### config.mk
export PLATFORM = sky130hd
export DESIGN_NAME = datamem_arbiter
export DESIGN_NICKNAME = d
export VERILOG_FILES = /design/src/rtl/datamem_arbiter.sv
export SDC_FILE = /design/constraint.sdc
export NUM_CORES = 1
export LEC_CHECK = 0
export CAP_MARGIN = 20
export CORE_ASPECT_RATIO = 1.2
export CORE_MARGIN = 1.5
export CORE_UTILIZATION = 35
export CTS_CLUSTER_SIZE = 40
export DETAILED_ROUTE_END_ITERATION = 16
export GPL_ROUTABILITY_DRIVEN = 0
export PLACE_DENSITY = 0.63
export SYNTH_ARGS = -nofsm -noshare
export SYNTH_HDL_FRONTEND = slang
export SYNTH_SLANG_ARGS = --single-unit
### constraint.sdc
create_clock -name clk -period 7.4 [get_ports clk]
set_input_delay 1.48 -clock clk [delete_from_list [all_inputs] [get_ports clk]]
set_output_delay 1.48 -clock clk [all_outputs]
set_load 0.02 [all_outputs]
### src/rtl/datamem_arbiter.sv
`default_nettype none
// ============================================================================
// Module   : datamem_arbiter
// Purpose  : Two-port (CPU / debug-DMA) arbiter in front of a 32x32 DataMem.
//            Define DATAMEM_ARB_ROUND_ROBIN_EN for round-robin conflicts,
//            otherwise port 0 has fixed priority.
// Revision : 1.0 - initial release
// ============================================================================
module datamem_arbiter (
    input  logic        clk,
    input  logic        rst,

    input  logic        req0,
    input  logic        we0,
    input  logic [4:0]  addr0,
    input  logic [31:0] wdata0,
    output logic        ack0,
    output logic [31:0] rdata0,

    input  logic        req1,
    input  logic        we1,
    input  logic [4:0]  addr1,
    input  logic [31:0] wdata1,
    output logic        ack1,
    output logic [31:0] rdata1,

    output logic [4:0]  mem_A,
    output logic [31:0] mem_WD,
    output logic        mem_WE,
    input  logic [31:0] mem_RD,

    output logic        busy
);

    typedef enum logic [1:0] {
        ST_IDLE   = 2'd0,
        ST_ACCESS = 2'd1,
        ST_DONE   = 2'd2
    } state_t;

    state_t      r_state;
    state_t      w_state_nxt;

    logic [4:0]  r_addr;
    logic [31:0] r_wdata;
    logic        r_we;
    logic        r_port;
    logic [31:0] r_data;
    logic [31:0] r_rdata0;
    logic [31:0] r_rdata1;
    logic        r_last_grant;

    logic        w_any_req;
    logic        w_winner;
    logic        w_latch;
    logic        w_capture;
    logic        w_done0;
    logic        w_done1;

    // ------------------------------------------------------------------
    // Arbitration
    // ------------------------------------------------------------------
    always_comb begin
        w_any_req = req0 | req1;
        w_winner  = 1'b0;
`ifdef DATAMEM_ARB_ROUND_ROBIN_EN
        if (req0 && req1) begin
            w_winner = ~r_last_grant;
        end else begin
            w_winner = req1;
        end
`else
        w_winner = ~req0 & req1;
`endif
    end

`ifndef DATAMEM_ARB_ROUND_ROBIN_EN
    // History is kept for observability only in the fixed-priority build.
    logic w_unused_last_grant;
    assign w_unused_last_grant = r_last_grant;
`endif

    // ------------------------------------------------------------------
    // Next-state logic
    // ------------------------------------------------------------------
    always_comb begin
        w_state_nxt = r_state;
        w_latch     = 1'b0;
        w_capture   = 1'b0;
        case (r_state)
            ST_IDLE: begin
                if (w_any_req) begin
                    w_latch     = 1'b1;
                    w_state_nxt = ST_ACCESS;
                end
            end
            ST_ACCESS: begin
                w_capture   = 1'b1;
                w_state_nxt = ST_DONE;
            end
            ST_DONE: begin
                w_state_nxt = ST_IDLE;
            end
            default: begin
                w_state_nxt = ST_IDLE;
            end
        endcase
    end

    always_ff @(posedge clk or posedge rst) begin
        if (rst) begin
            r_state <= ST_IDLE;
        end else begin
            r_state <= w_state_nxt;
        end
    end

    // ------------------------------------------------------------------
    // Request latch: inputs are ignored once a grant has been taken
    // ------------------------------------------------------------------
    always_ff @(posedge clk or posedge rst) begin
        if (rst) begin
            r_addr       <= 5'd0;
            r_wdata      <= 32'd0;
            r_we         <= 1'b0;
            r_port       <= 1'b0;
            r_last_grant <= 1'b1;
        end else if (w_latch) begin
            r_addr       <= w_winner ? addr1  : addr0;
            r_wdata      <= w_winner ? wdata1 : wdata0;
            r_we         <= w_winner ? we1    : we0;
            r_port       <= w_winner;
            r_last_grant <= w_winner;
        end
    end

    always_ff @(posedge clk or posedge rst) begin
        if (rst) begin
            r_data <= 32'd0;
        end else if (w_capture) begin
            r_data <= mem_RD;
        end
    end

    // ------------------------------------------------------------------
    // Completion: held read data per port
    // ------------------------------------------------------------------
    assign w_done0 = (r_state == ST_DONE) && !r_port;
    assign w_done1 = (r_state == ST_DONE) &&  r_port;

    always_ff @(posedge clk or posedge rst) begin
        if (rst) begin
            r_rdata0 <= 32'd0;
            r_rdata1 <= 32'd0;
        end else begin
            if (w_done0 && !r_we) begin
                r_rdata0 <= r_data;
            end
            if (w_done1 && !r_we) begin
                r_rdata1 <= r_data;
            end
        end
    end

    // The captured word is forwarded during the ack cycle itself.
    assign rdata0 = (w_done0 && !r_we) ? r_data : r_rdata0;
    assign rdata1 = (w_done1 && !r_we) ? r_data : r_rdata1;
    assign ack0   = w_done0;
    assign ack1   = w_done1;

    // ------------------------------------------------------------------
    // Memory side: write enable is a pure state decode so reset kills it
    // ------------------------------------------------------------------
    assign mem_A  = r_addr;
    assign mem_WD = r_wdata;
    assign mem_WE = (r_state == ST_ACCESS) && r_we;
    assign busy   = (r_state != ST_IDLE);

endmodule
`default_nettype wire
; ---- Word level (Yosys, flattened, before mapping)
; Cells that the tools add are included.
[word_totals]
ff_bits = 137
in_bits = 112
out_inout_bits = 105
wordCells = 33
[op_classes]
n_eq_ne = 3
n_mux = 10
bitwise = 3
reduce_logical = 9
[ops]
columns = cell, count
row1 = $mux W32, 3
row2 = $logic_and A1 B1 Y1, 5
row3 = $mux W5, 1
row4 = $mux W1, 4
row5 = $pmux W2 S2, 1
row6 = $eq A2 B1 Y1 const B, 1
row7 = $eq A2 B2 Y1 const B, 1
row8 = $logic_not A1 Y1, 2
row9 = $logic_not A2 Y1, 1
row10 = $mux W2, 1
row11 = $ne A2 B2 Y1 const B, 1
row12 = $reduce_bool A2 Y1, 1
row13 = $and A1 B1 Y1, 1
row14 = $not A1 Y1, 1
row15 = $or A1 B1 Y1, 1

; ---- Longest topological paths before layout
[logic_depth]
word_depth = 4
ltp_mapped = 5
depth_no_buf = 3

; ---- Worst setup path after synthesis
; Ideal clock, no wire load.
[synth_path]
path_type = register to output
start = reg r_state[0]
end = out rdata0[21]
t_arrival_ps = 1647
path_slack_ps = 4273
stages_incl_launch_ff = 6
path_buffers = 2
cell_sequence = dfrtp_1 -> nor3b_2 -> nor2b_1 -> buf_4 -> buf_6 -> mux2_1
[synth_between]
elab_chain_len = 4
[synth_lines]
columns = item, line_no
row1 = "start, declared", 41  ; state_t r_state;
row2 = "start signal, assigned", 114  ; r_state <= w_state_nxt;
row3 = $eq A2 B2 Y1, 148  ; assign w_done0 = (r_state == ST_DONE) && !r_port;
row4 = $logic_and A1 B1 Y1, 148
row5 = net ack0, 17  ; output logic ack0,
row6 = $logic_and A1 B1 Y1, 166  ; assign rdata0 = (w_done0 && !r_we) ? r_data : r_rdata0;
row7 = $mux W32, 166
row8 = "end, declared", 18  ; output logic [31:0] rdata0,
; The timed path passes the listed nets, and every way through them passes these cells.

; ---- Worst setup path in the final report
[layout_path]
start = reg r_state[0]
end = out rdata1[0]
[layout_between]
elab_chain_len = 4
[layout_lines]
columns = item, line_no
row1 = $eq A2 B2 Y1, 149  ; assign w_done1 = (r_state == ST_DONE) && r_port;
row2 = $logic_and A1 B1 Y1, 149
row3 = $logic_and A1 B1 Y1, 167  ; assign rdata1 = (w_done1 && !r_we) ? r_data : r_rdata1;
row4 = $mux W32, 167
row5 = "end, declared", 25  ; output logic [31:0] rdata1,
; No other way between the ends.

==> metrics.yaml <==
finalSetupViolations: 0
rr_startpoint: "r_state[0]"
grt_pass1_vias: 4071
num_vias: 3622
pwr-share-comb: 0.479
ant_nets: 0
startpoint_type: "register"
worst_pin_slew_ps: 567
drv_slew: 0
status: "finished clean"
fin_crit_ps: 4420
multiInputGateArea_um2: 2310
nFillCells: 1369
start_util: 0.361
die-area_um2: 17700
fin_skew_ps: 6.27
placed_area_um2: 8200
ys_ff_latch: 137
syn_nets: 454
insertion_delay_ps: 410
critPathSlowestCell: "clkdlybuf4s50_1"
io_pins: 217
dr_wl_met2_um: 6740
hold_viol_final: 0
p_per_area_nw_per_um2: 478
r2r_slack_ps: 5290
die_y_um: 145
dp_cells: 753
synth.avg_cell_area_um2: 17.3
p_sw_frac: 0.330
cap_viol_max_count: 0
critPathArrivalTime_ps: 2940
final_cell_area_um2: 8930
antenna_found_initial: 0
io_buffers: 216
critPathLaunch: "r_state[0]"
yosysSeqAreaShare: 0.579
synth.distinct_cells: 17
nets: 676
via_per_inst: 4.59
ir_worst_vdd_mv: 0.176
netlist_area_um2: 5920
core-area_um2: 16400
antenna_cells: 0
seqPwrFrac: 0.310
final_cells: 789
numCtsBuffers: 17
max_freq_ghz: 0.226
path_cells: "and3b_1, nor2b_4, buf_4, mux2_2, clkdlybuf4s50_1"
cts_sinks: 137
reg2reg_to: "r_rdata1[0]"
crit_family: "buffers and inverters"
critPathMaxFanout: 20
dr.pass1.iters: 6
topRoutingLayerUsed: "met4"
final.setup.tns_ps: 0
grt_pass1_wl_um: 21200
rsz0062_at_grt: "false"
drt-met1-wl_um: 5050
p_sw_mw: 1.41
wl_per_cell_um: 16.9
netlist_instances: 342
grt_util_all_layers: 0.159
clk_pin_slew_ps: 60
rr_worst_depth: 4
clockBufferDepth: 2
post-cts-setup-buffers: 0
critPathBufInv: 2
final_cell_mix: "clkdlybuf4s50_1 (216), dfrtp_1 (137), mux2_2 (84)"
cellLeakagePower_nw: 3.79
layout_commonest_cell: "clkdlybuf4s50_1"
max_stage_delay_ps: 540
wl_um: 13300
drc: 0
internal-power_mw: 2.86
yosys_warnings: 0
maxSlewHeadroom: 0.622
dr_wl_met3_um: 1330
path_depth: 5
end_kind: "output pin"
syn2layout_area_growth_pct: 50.9
cts_max_level: 4
clkPwrFrac: 0.211
hpwl_um: 9680
drive_gt1_frac: 0.347
rows: 51
root_buffer: "clkbuf_16"
grt_max_degree: 84
critical_path_class: "reg -> out"
detail_route.iter0.violations: 114
grt_overflow: 0
hp-class: "reg -> reg"
period_share: 0.597
cts_tree: "yes"
hold_buffers: 0
ctsResizeCount: 0
regArea_um2: 3430
crit_required_ps: 5920
crit_path_end: "rdata1[0]"
dieWidth_um: 122
==> flip-flops by register name (all words and copies together) (netlist names) <==
| register | count |
|---|---|
| mem_WD | 32 |
| r_data | 32 |
| r_rdata0 | 32 |
| r_rdata1 | 32 |
| mem_A | 5 |
| r_state | 2 |
| r_port | 1 |
| r_we | 1 |
==> worst min path at each step <==
| stage | from | end | slack [ps] | depth (start not counted) |
|---|---|---|---|---|
| 2_1_floorplan | r_data[0] | r_data[0] | 490 | 1 |
| 3_3_place_gp | r_rdata0[20] | r_rdata0[20] | 460 | 1 |
| 3_5_place_dp | r_rdata0[16] | r_rdata0[16] | 480 | 1 |
| 4_1_cts | r_rdata0[16] | r_rdata0[16] | 490 | 1 |
| 5_1_grt | r_rdata1[9] | r_rdata1[9] | 500 | 1 |
| 6_report | r_rdata0[16] | r_rdata0[16] | 480 | 1 |
==> routing by layer <==
metal  global-route usage  vias up
li1                     -     1657
met1                0.170     1796
met2                0.266      154
met3               0.0846       15
met4               0.0518        0
met5                    0        -
==> power groups by stage <==
stage               Combinational (mW)  Clock, mW  Sequential, mW
detailed placement                2.04          0            1.33
floorplan                         1.09          0            1.41
finish                            2.04      0.900            1.32
CTS                               2.05      0.922            1.33
global route                      2.16      0.961            1.37
global placement                  2.02          0            1.32
==> through the flow <==
step / hold slack [ps] / util / power [mW] / setup slack, ps
floorplan: 492 / - / 2.50 / 2250
global placement: 464 / 0.500 / 3.34 / 3370
detailed placement: 476 / 0.500 / 3.37 / 3290
CTS: 489 / 0.539 / 4.30 / 2830
global route: 502 / 0.545 / 4.49 / 2860
finish: 482 / 0.545 / 4.27 / 2980
==> cell type report <==
| class | instances | area share |
|---|---|---|
| sequential | 137 | 0.384 |
| clock inverter | 11 | 0.0189 |
| inverter | 2 | 0.00140 |
| timing repair buffer | 223 | 0.255 |
| clock buffer | 21 | 0.0527 |
| tap | 212 | 0.0297 |
| multi-input combinational | 183 | 0.258 |
==> cells in the mapped netlist <==
cell type / number / area, µm²
o21a_1: 1 / 7.51
and2_1: 1 / 6.26
and3b_1: 1 / 8.76
a21oi_1: 2 / 10.0
mux2_2: 84 / 946
buf_2: 7 / 35.0
buf_4: 2 / 15.0
mux2_4: 70 / 1050
buf_12: 3 / 60.1
nor2_2: 1 / 6.26
nor2b_4: 1 / 13.8
nor3b_2: 1 / 12.5
dfrtp_1: 137 / 3430
nor2b_1: 3 / 18.8
buf_6: 8 / 90.1
inv_1: 2 / 7.51
mux2_1: 18 / 203
==> cell families after synthesis <==
family	count (synthesis)	share of synthesized area
multiplexers	172	0.372
flip-flops	137	0.579
buffers and inverters	22	0.0351
AND/OR/NAND/NOR	8	0.0112
AO/OA/AOI/OAI	3	0.00296
Power figures use the tool's default switching activity.
